<file path="config.mk">
export PLATFORM = sky130hd
export DESIGN_NAME = mul_sequencer
export DESIGN_NICKNAME = d
export VERILOG_FILES = /design/src/rtl/cpu_pkg.sv /design/src/rtl/mul_datapath.sv /design/src/rtl/mul_sequencer.sv
export SDC_FILE = /design/constraint.sdc
export NUM_CORES = 1
export LEC_CHECK = 0
export CAP_MARGIN = 25
export CORE_MARGIN = 2
export CORE_UTILIZATION = 45
export DETAILED_ROUTE_END_ITERATION = 8
export PLACE_DENSITY = 0.76
export SYNTH_ARGS = -nofsm -noshare
export SYNTH_HDL_FRONTEND = slang
export SYNTH_SLANG_ARGS = --single-unit
</file>
<file path="constraint.sdc">
create_clock -name clk -period 3.8 [get_ports clk]
set_input_delay 0.76 -clock clk [delete_from_list [all_inputs] [get_ports clk]]
set_output_delay 0.76 -clock clk [all_outputs]
set_load 0.02 [all_outputs]
</file>
<file path="src/rtl/cpu_pkg.sv">
// ----------------------------------------------------------------------------
// cpu_pkg
// Shared CPU definitions used by the EX-stage multiply sequencer.
//   mul_state_t : multiplier controller states (IDLE, RUN, DONE)
//   ALU_MUL     : ALUControl encoding that selects the multiplier
//   DATA_W      : datapath width of the core
// ----------------------------------------------------------------------------
package cpu_pkg;

   typedef enum logic [1:0] {
      IDLE = 2'd0,
      RUN  = 2'd1,
      DONE = 2'd2
   } mul_state_t;

   localparam logic [2:0] ALU_MUL = 3'b010;
   localparam int         DATA_W  = 32;

endpackage

</file>
<file path="src/rtl/mul_datapath.sv">
// ----------------------------------------------------------------------------
// mul_datapath
// Shift-add multiplier datapath: accumulator, shifting multiplicand and
// shifting multiplier. One multiplier bit is consumed per step.
// Ports:
//   clk, reset_n     : clock, asynchronous active-low reset (clears all regs)
//   load_i           : capture a_i/b_i and clear the accumulator
//   step_i           : perform one shift-add iteration
//   a_i, b_i         : multiplicand / multiplier operands
//   acc_o            : running (and final) low WIDTH bits of the product
//   b_rest_zero_o    : multiplier bits above bit 0 are all zero, i.e. the
//                      current step is the last one that can change acc
// ----------------------------------------------------------------------------
module mul_datapath
   import cpu_pkg::*;
#(
   parameter int WIDTH = DATA_W
) (
   input  logic             clk,
   input  logic             reset_n,
   input  logic             load_i,
   input  logic             step_i,
   input  logic [WIDTH-1:0] a_i,
   input  logic [WIDTH-1:0] b_i,
   output logic [WIDTH-1:0] acc_o,
   output logic             b_rest_zero_o
);

   logic [WIDTH-1:0] acc_q, acc_d;
   logic [WIDTH-1:0] a_q, a_d;
   logic [WIDTH-1:0] b_q, b_d;

   always_comb begin
      acc_d = acc_q;
      a_d   = a_q;
      b_d   = b_q;
      if (load_i) begin
         acc_d = '0;
         a_d   = a_i;
         b_d   = b_i;
      end else if (step_i) begin
         // Sum wraps naturally: only the low WIDTH bits of a*b are kept.
         if (b_q[0]) begin
            acc_d = acc_q + a_q;
         end
         a_d = a_q << 1;
         b_d = b_q >> 1;
      end
   end

   always_ff @(posedge clk or negedge reset_n) begin
      if (!reset_n) begin
         acc_q <= '0;
         a_q   <= '0;
         b_q   <= '0;
      end else begin
         acc_q <= acc_d;
         a_q   <= a_d;
         b_q   <= b_d;
      end
   end

   assign acc_o         = acc_q;
   assign b_rest_zero_o = (b_q[WIDTH-1:1] == '0);

endmodule

</file>
<file path="src/rtl/mul_sequencer.sv">
// ----------------------------------------------------------------------------
// mul_sequencer
// Iterative shift-add multiplier controller for the EX stage. Latches the
// operands, runs one multiplier bit per cycle while stalling the pipeline,
// then presents the product and N/Z flags for a single done_o cycle.
// Ports:
//   clk, reset_n   : clock, asynchronous active-low reset
//   start_i        : EX holds a valid MUL (held high through DONE)
//   flush_i        : EX instruction squashed; abort back to IDLE
//   set_flags_i    : S bit of the MUL, captured at start
//   a_i, b_i       : multiplicand / multiplier
//   stall_o        : hold IF/ID/EX pipeline registers
//   done_o         : one-cycle pulse, result_o and flags valid
//   result_o       : low WIDTH bits of a*b (held between done pulses)
//   flag_n_o       : result_o[WIDTH-1]
//   flag_z_o       : result_o == 0
//   flag_we_o      : write N/Z (done_o & captured S bit); C/V never written
// Build option:
//   MUL_EARLY_TERM_EN : leave RUN as soon as the remaining multiplier bits
//                       are zero; latency becomes 2 + msb index of b_i.
// ----------------------------------------------------------------------------
module mul_sequencer
   import cpu_pkg::*;
#(
   parameter int WIDTH = DATA_W,
   parameter int CNT_W = $clog2(WIDTH)
) (
   input  logic             clk,
   input  logic             reset_n,
   input  logic             start_i,
   input  logic             flush_i,
   input  logic             set_flags_i,
   input  logic [WIDTH-1:0] a_i,
   input  logic [WIDTH-1:0] b_i,
   output logic             stall_o,
   output logic             done_o,
   output logic [WIDTH-1:0] result_o,
   output logic             flag_n_o,
   output logic             flag_z_o,
   output logic             flag_we_o
);

`ifdef MUL_EARLY_TERM_EN
   localparam bit EARLY_TERM = 1'b1;
`else
   localparam bit EARLY_TERM = 1'b0;
`endif

   function automatic logic is_zero(input logic [WIDTH-1:0] v);
      return (v == '0);
   endfunction

   mul_state_t       state_q, state_d;
   logic [CNT_W-1:0] cnt_q, cnt_d;
   logic             s_q, s_d;
   logic [WIDTH-1:0] res_q, res_d;
   logic             n_q, n_d;
   logic             z_q, z_d;

   logic             load;
   logic             step;
   logic             stall;
   logic             done;
   logic             go;
   logic             run_last;
   logic [WIDTH-1:0] acc;
   logic             b_rest_zero;

   mul_datapath #(
      .WIDTH(WIDTH)
   ) u_datapath (
      .clk           (clk),
      .reset_n       (reset_n),
      .load_i        (load),
      .step_i        (step),
      .a_i           (a_i),
      .b_i           (b_i),
      .acc_o         (acc),
      .b_rest_zero_o (b_rest_zero)
   );

   assign go       = start_i & ~flush_i;
   assign run_last = (cnt_q == CNT_W'(WIDTH - 1)) | (EARLY_TERM & b_rest_zero);

   always_comb begin
      state_d = state_q;
      cnt_d   = cnt_q;
      s_d     = s_q;
      load    = 1'b0;
      step    = 1'b0;
      stall   = 1'b0;
      done    = 1'b0;
      case (state_q)
         IDLE: begin
            // Combinational so EX holds in the very cycle the MUL arrives.
            stall = go;
            if (go) begin
               load    = 1'b1;
               cnt_d   = '0;
               s_d     = set_flags_i;
               state_d = RUN;
            end
         end
         RUN: begin
            stall = 1'b1;
            step  = 1'b1;
            cnt_d = cnt_q + 1'b1;
            if (run_last) begin
               state_d = DONE;
            end
         end
         DONE: begin
            // start_i is still high here for the same MUL; ignore it.
            done    = 1'b1;
            state_d = IDLE;
         end
         default: state_d = IDLE;
      endcase
      if (flush_i) begin
         state_d = IDLE;
         stall   = 1'b0;
         done    = 1'b0;
      end
   end

   // Hold the last delivered product/flags between done pulses.
   assign res_d = done ? acc : res_q;
   assign n_d   = done ? acc[WIDTH-1] : n_q;
   assign z_d   = done ? is_zero(acc) : z_q;

   always_ff @(posedge clk or negedge reset_n) begin
      if (!reset_n) begin
         state_q <= IDLE;
         cnt_q   <= '0;
         s_q     <= 1'b0;
         res_q   <= '0;
         n_q     <= 1'b0;
         z_q     <= 1'b0;
      end else begin
         state_q <= state_d;
         cnt_q   <= cnt_d;
         s_q     <= s_d;
         res_q   <= res_d;
         n_q     <= n_d;
         z_q     <= z_d;
      end
   end

   // stall is gated by reset_n so every output reads 0 while in reset,
   // even if start_i is already high.
   assign stall_o   = stall & reset_n;
   assign done_o    = done;
   assign result_o  = done ? acc : res_q;
   assign flag_n_o  = done ? acc[WIDTH-1] : n_q;
   assign flag_z_o  = done ? is_zero(acc) : z_q;
   assign flag_we_o = done & s_q;

endmodule
</file>
Word-level counts from Yosys, hierarchy flattened. Index checks and enable logic that the tools add are counted.

Add/subtract/negate cells: 2. Eq/ne operators: 6. Multiplexer cells: 23. Bitwise logic cells: 4. Reduce and logical (&&, ||, !) cells: 9.

Operator list (count): $mux W32 (8); $add A32 B32 Y32 (1); $logic_not A32 Y1 (1); $pmux W5 S2 (1); $mux W1 (8); $reduce_and A2 Y1 (4); $mux W2 (3); $ne A3 B3 Y1 const B (2); $reduce_bool A2 Y1 (3); $add A5 B1 Y5 const B (1); $eq A5 B5 Y1 const B (1); $mux W5 (1); $pmux W2 S2 (1); $and A1 B1 Y1 (3); $eq A2 B1 Y1 const B (1); $eq A2 B2 Y1 const B (1); $logic_not A2 Y1 (1); $ne A2 B2 Y1 const B (1); $pmux W1 S2 (1); $not A1 Y1 (1).

Register bits: 138. Input port bits: 69. Output and inout bits: 37. Word-level logic and storage cells: 53.

Depth between registers and ports, before layout. Gate-level depths: netlist (run 1).

Depth in word-level cells: 6. Depth in mapped cells: 11.

By module. Synthesis (run 1) repeated with hierarchy kept, for this count alone.

Cell total of the unflattened synthesis: 821. Area total of the unflattened synthesis: 7594.8 um^2.

By module, submodules not included: mul_datapath (times used 1, cells each 632, area each 5825.6 um^2, seq. area each 2402.3 um^2); mul_sequencer (times used 1, cells each 189, area each 1769.2 um^2, seq. area each 1051.0 um^2).

Least setup slack after synthesis (run 1). No wires, ideal clock.

Path type: reg2reg. Start: register u_datapath.acc_q[0] (netlist: u_datapath.acc_o[0]). End: register u_datapath.acc_q[28] (netlist: u_datapath.acc_o[28]). Setup time: 0.131 ns. Arrival time: 2.908 ns. Required time: 3.669 ns. Setup slack: 0.761 ns. Stages on the path, launching flop included: 12. Period minus slack after synthesis: 3.039 ns. Cells stage by stage: dfrtp_1 > ha_1 > fa_1 > a211oi_2 > o21ai_1 > a32o_1 > o21a_1 > o41ai_4 > nor2_2 > a2111oi_4 > xor2_1 > o21ai_1.

Cells in the longest elaborated chain, start to end: 4.

Ends and longest elaborated chain: start, declared (RTL line mul_datapath.sv:29) `logic [WIDTH-1:0] acc_q, acc_d;`; start signal, assigned (RTL line mul_datapath.sv:53) `acc_q <= '0;`; start signal, assigned (RTL line mul_datapath.sv:57) `acc_q <= acc_d;`; $add A32 B32 Y32 (RTL line mul_datapath.sv:44) `acc_d = acc_q + a_q;`; $mux W32 (RTL line mul_datapath.sv:43) `if (b_q[0]) begin`; $mux W32 (RTL line mul_datapath.sv:41) `end else if (step_i) begin`; $mux W32 (RTL line mul_datapath.sv:37) `if (load_i) begin`.

Every way passes these cells. The select of a mux whose other input is x is not followed. A chain may end at the register's enable or synchronous reset.

Worst setup path after layout (run 1).
Start: input port flush_i. End: output port result_o[9].

Cells in the longest elaborated chain, start to end: 2.

Ends and longest elaborated chain: start, declared (RTL line mul_sequencer.sv:31) `input logic flush_i,`; $mux W1 (RTL line mul_sequencer.sv:119) `if (flush_i) begin`; $mux W32 (RTL line mul_sequencer.sv:153) `assign result_o = done ? acc : res_q;`; end, declared (RTL line mul_sequencer.sv:37) `output logic [WIDTH-1:0] result_o,`.

Every way passes these cells.

==> out/summary.txt, run 1 <==
Post-Syn Area per Cell = 9.49 um2
DRC = 0
Most used cells in the layout excluding fill and tap cells = 178 x nand2_1, 138 x dfrtp_1, 104 x clkdlybuf4s50_1
Final hold violation count = 0
Clock buffers created by TritonCTS = 17
Maximum clock path buffer count = 2
CP required = 3.04 ns
Placed wire-length estimate = 11.9 mm
Most Crowded Layer GR = met2
Flops & latches, synth = 138
Number of sinks on the clock net = 138
Clk_lat worst skew = 0.43 ns
Initial core utilization = 46.5%
Met2 global-route usage = 33.5%
Post-Route Setup TNS = 0 ns
Finished Cell Area = 9030 um2
Cell at the root of the clock tree = clkbuf_16
GR met1 Demand/Resource = 28.8%
Maximum fanout along the worst path = 27
Core area = 15300 um2
Wire length of the first global-routing pass = 28.2 mm
Post-CTS Hold Buffers = 0
Number of warnings issued by yosys = 0
Residual antenna-violating net count after detailed routing = 0
Initial detailed-routing violation count = 288
Final core utilization = 59.0%
Minimum clock period after layout = 3.51 ns
Worst setup path start = flush_i
Crit. End Element = output port
Number of nets at the end of the flow = 952
Worst supply voltage drop on vdd = 0.343 mV
Syn Std Cell Area = 7130 um2
Width of the die = 130 um
Most frequent standard cell in the layout excluding fill and tap cells = nand2_1
I/O pin count = 106
Area growth syn-to-layout = 26.8%
Element type at the critical path start = input port
Standard-cell row count = 45
Fin crit share = 92.4%
Routed wire length = 17.2 mm
Cell accounting for the most synthesized area = dfrtp_1
Number of pins with negative max-slew slack in the final report = 0
Die Y = 130 um
Number of diodes added for antenna fixing = 0
Number of violations of the max-capacitance limit = 0
Pin count of the biggest net entering global routing = 60
Fillers = 1305
Met3 track utilization from global routing = 5.21%
Startpoint of the worst register-to-register path = u_datapath.acc_o[0]
Initial antenna violation count = 0
Fraction of layout cells with a size suffix above 1 = 9.77%
# H-tree levels = 4
Net count after synthesis = 854
Post-placement cell area = 8430 um2
Power per standard cell area = 611 nW/um2
Status = completed
Fraction of post-synthesis cell area in the top cell type by area = 48.5%
Dominant register cell in the synthesized netlist = dfrtp_1
Unique cell type count in the Yosys netlist = 49
Portion of the post-synthesis area used by sequential elements = 48.5%
RSZ-0062 raised after global routing = false
FMAX = 0.285 GHz
Asr flop ratio synth = 100%
Static leakage = 0.00424 uW
Critical path type = in2out
Number of vias per cell = 5.38
Post-cts repair resize count = 0
CTS tree = done
Routed wire length per instance = 16.1 um
RePlAce Congestion = 0.848
Worst slew pin tran = 0.677 ns
Vias = 5761
Total track usage = 21.4%
Data arrival, critical path = 2.75 ns
Number of optimization iterations in the first detailed-route pass = 4
Clock-pin slew on the worst setup and hold paths = 0.05 ns
Setup-failing EPs final = 0
Final global-route overflow total = 0
Cell types occupying the most area after synthesis = dfrtp_1 48%, nand2_1 9.4%, ha_1 5.8%, mux2_2 5.1%, a22oi_1 3.4%
Post-synthesis instance total = 751
Vias in the first global route = 5672
Worst Hold Class = in2async
Number of flops mapped to enable cells by yosys = 0
Total setup buffers inserted after CTS = 0
Worst setup skew after layout = 0.0140 ns
Port bufs = 105
Area of the die = 16900 um2
Relative slew margins = 54.9%
per-stage QoR:
step | hold slack [ns] | worst slack, ns | cells | power, uW
2_1_floorplan | 0.437 | 0.761 | 751 | 3320
3_3_place_gp | 0.456 | 0.331 | 1041 | 3790
3_5_place_dp | 0.461 | 0.306 | 1041 | 3830
4_1_cts | 0.243 | 0.280 | 1071 | 5560
5_1_grt | 0.258 | 0.243 | 1071 | 5910
6_report | 0.250 | 0.291 | 1071 | 5520
synthesized netlist by cell type, types with 2 or more instances:
cell,count
and2_1,2
nand2b_1,2
o21bai_1,5
o21ai_1,10
a22oi_1,32
xnor2_1,10
mux2_2,32
nor3_1,3
xor2_1,15
and3_1,7
inv_1,6
o21ai_0,45
ha_1,33
buf_1,5
a21o_1,19
a22o_1,3
a211oi_1,8
nor3b_1,2
nor2_1,52
dfrtp_1,138
nand2_1,178
a32o_1,2
nor4_1,8
o21a_1,7
nor2b_1,3
nor4b_1,4
a21oi_1,20
clkbuf_1,34
nand4_1,5
a31oi_1,33
o211ai_1,2
nand3_1,8
or3_1,2
cells by family (layout without fill, tap and decap cells):
family,Yosys count,count (layout),synth area share (%)
simple gates,279,279,16.4
fa+ha+maj,34,34,6.08
buf+inv,45,154,2.37
compound gates,197,197,18.4
xor+xnor,25,25,3.07
flops,138,138,48.5
mux,33,33,5.20
report_power, final:
part / total (uW) / internal [uW] / leakage (uW) / switching (uW)
combinational: 1730 / 768 / 0.00219 / 960
clock: 1690 / 1090 / 0.000291 / 600
sequential: 2100 / 1780 / 0.00176 / 325
total: 5520 / 3640 / 0.00424 / 1880
area by class of cell:
type	count	area (um2)	area share [%]
clock buffer	23	488	5.40
multi-input combinational	568	3530	39.0
timing repair buffer	118	1160	12.9
sequential	138	3450	38.2
clock inverter	7	115	1.27
inverter	6	22.5	0.249
tap	211	264	2.92
critical path, cell delays in order:
cell             delay, ns
clkdlybuf4s50_1       0.49
nor3b_2               0.32
buf_12                0.25
mux2_2                0.37
clkdlybuf4s50_1       0.55
path summary, 6_finish.rpt:
check	endpoint	slack, ns	cells after the start
setup reg to reg	u_datapath.acc_o[28]	0.48	11
max in group asynchronous	res_q[1]	2.53	2
hold reg to reg	s_q	0.47	2
hold / removal	u_datapath.a_q[23]	0.25	1
setup / recovery	result_o[9]	0.29	5
min in group clk	s_q	0.47	2
state kept, by name (all words and copies together) (netlist names):
name and count:
u_datapath.acc_o 32, u_datapath.a_q 32, cnt_q 5, state_q 2
n_q 1, res_q 32, z_q 1, u_datapath.b_q 32
s_q 1
layer usage:
metal  share of wire (%)  vias up  routed length (um)
li1                    -     2860                   -
met5                   0        -                   0
met3                 4.4       14                 761
met1                  47     2772                8000
met2                  47      115                8150
met4                 1.7        0                 289
(Power assumes the default switching activity.)
==> inputs of run 2 (changes only) <==
--- a/config.mk
+++ b/config.mk
@@ -8,6 +8,7 @@
 export CAP_MARGIN = 25
 export CORE_MARGIN = 2
 export CORE_UTILIZATION = 45
+export CTS_BUF_LIST = sky130_fd_sc_hd__clkbuf_2 sky130_fd_sc_hd__clkbuf_4 sky130_fd_sc_hd__clkbuf_8
 export DETAILED_ROUTE_END_ITERATION = 8
 export PLACE_DENSITY = 0.76
 export SYNTH_ARGS = -nofsm -noshare
==> run 2 against run 1 <==
  * Fmax is 0.94% higher
  * Sequential share of layout area is 0.79 points higher
  * Combinational power is essentially flat
  * Count of clock-buffer cells in the layout unchanged
  * Setup slack better by 0.033 ns
  * Clock power is 24% lower
  * Design area shrank 2.0%
  * Register-to-register slack hardly changed
==> out/summary.txt, run 2 (synthesis gave the netlist of run 1 again) <==
Clock network power share = 25.1%
# H-tree levels = 4
Post-cts repair resize count = 0
Worst Slack Setup Final = 0.323 ns
Area growth syn-to-layout = 24.2%
Number of nets at the end of the flow = 952
Final hold violation count = 0
Total setup buffers inserted after CTS = 0
Total power consumption of the routed design = 5100 uW
Placed wire-length estimate = 11.9 mm
Switching power total = 1830 uW
Area of the die = 16900 um2
Setup-failing EPs final = 0
Crit. End Element = output port
Switching Share = 36.0%
Vias in the first global route = 5647
Worst setup skew after layout = 0.0129 ns
Clk_lat worst skew = 0.46 ns
Number of diodes added for antenna fixing = 0
Status = completed
Static leakage = 0.00416 uW
Element type at the critical path start = input port
Cell at the slowest stage of the critical path = clkdlybuf4s50_1
RSZ-0062 raised after global routing = false
Relative slew margins = 55.2%
Final cell count without fillers = 1071
Core area = 15300 um2
Most used cells in the layout excluding fill and tap cells = 178 x nand2_1, 138 x dfrtp_1, 104 x clkdlybuf4s50_1
Part of the total power dissipated in combinational logic = 33.8%
Number of vias per cell = 5.41
Routed wire length per instance = 15.9 um
Post-Route Setup TNS = 0 ns
Wire length of the first global-routing pass = 28.1 mm
Vias = 5797
FMAX = 0.288 GHz
Initial detailed-routing violation count = 302
Initial core utilization = 46.5%
DRC = 0
Critical path type = in2out
Fin crit share = 91.5%
Place WS = 0.306 ns
Clock-pin slew on the worst setup and hold paths = 0.07 ns
Clock buffers created by TritonCTS = 17
CP required = 3.04 ns
Data arrival, critical path = 2.72 ns
Maximum fanout along the worst path = 27
Number of violations of the max-capacitance limit = 0
Residual antenna-violating net count after detailed routing = 0
Routed wire length = 17.0 mm
Fraction of layout cells with a size suffix above 1 = 10.0%
Number of optimization iterations in the first detailed-route pass = 5
Standard-cell row count = 45
RePlAce Congestion = 0.848
Total track usage = 21.2%
Die Y = 130 um
Final global-route overflow total = 0
Fillers = 1334
Minimum clock period after layout = 3.48 ns
Sequence of cells on the critical path = clkdlybuf4s50_1, nor3b_2, buf_12, mux2_2, clkdlybuf4s50_1
Pin count of the biggest net entering global routing = 60
Cell with the most instances on the worst path = clkdlybuf4s50_1
Power per standard cell area = 576 nW/um2
I/O pin count = 106
Maximum clock path buffer count = 2
Width of the die = 130 um
Cell at the root of the clock tree = clkbuf_8
Most frequent standard cell in the layout excluding fill and tap cells = nand2_1
Worst supply voltage drop on vdd = 0.252 mV
Placed Instances = 1041
Number of pins with negative max-slew slack in the final report = 0
Largest stage delay on the critical path = 0.54 ns
Number of sinks on the clock net = 138
Finished Cell Area = 8850 um2
Port bufs = 105
Design internal power = 3260 uW
Share of total power in sequential cells = 41.1%
Post-CTS Hold Buffers = 0
CTS tree = done
Worst Hold Class = in2async
Initial antenna violation count = 0
Worst slew pin tran = 0.673 ns
Post-placement cell area = 8430 um2
-- run 2: cell types whose count changed in the layout (fill, tap and decap cells not counted) --
cell       previous run  this run
clkbuf_4              0         2
clkbuf_8              4        21
clkbuf_16            17         0
clkbuf_1              2         0
-- run 2: final timing paths --
check,start,to,slack [ns],cells past startpoint
setup / recovery,flush_i,result_o[0],0.32,5
hold reg to reg,s_q,s_q,0.47,2
setup reg to reg,u_datapath.acc_o[0],u_datapath.acc_o[28],0.48,11
hold / removal,reset_n,u_datapath.a_q[23],0.21,1
min in group clk,s_q,s_q,0.47,2
max in group asynchronous,reset_n,res_q[3],2.56,2
-- run 2: per-stage QoR --
stage	util [%]	hold slack, ns
2_1_floorplan	-	0.437
3_3_place_gp	55.0	0.456
3_5_place_dp	55.0	0.461
4_1_cts	57.8	0.197
5_1_grt	57.8	0.211
6_report	57.8	0.210
-- run 2: area by class of cell --
cell class                 instances  area, um2  share of cell area (%)
tap                              211        264                    2.98
timing repair buffer             118       1160                    13.1
inverter                           6       22.5                   0.255
sequential                       138       3450                    39.0
clock buffer                      23        304                    3.44
clock inverter                     7        115                    1.30
multi-input combinational        568       3530                    39.9
-- run 2: power groups by stage --
stage	registers, uW	logic [uW]	clock network, uW
2_1_floorplan	1990	1330	0
3_3_place_gp	2120	1670	0
3_5_place_dp	2120	1710	0
4_1_cts	2090	1730	1320
5_1_grt	2140	1960	1380
6_report	2100	1730	1280
-- run 2: per-layer routing --
layer  vias to the layer above  part of all wire [%]  GRT usage [%]
met4                         0                   2.4           8.48
li1                       2860                     -              -
met2                       129                    46           32.8
met1                      2781                    47           29.3
met5                         -                     0              0
met3                        27                   4.3           4.63
-- run 2: critical path, delay by kind of cell --
| family | cells | cell delay (ns) |
|---|---|---|
| simple gates | 1 | 0.31 |
| buf+inv | 3 | 1.27 |
| mux | 1 | 0.37 |
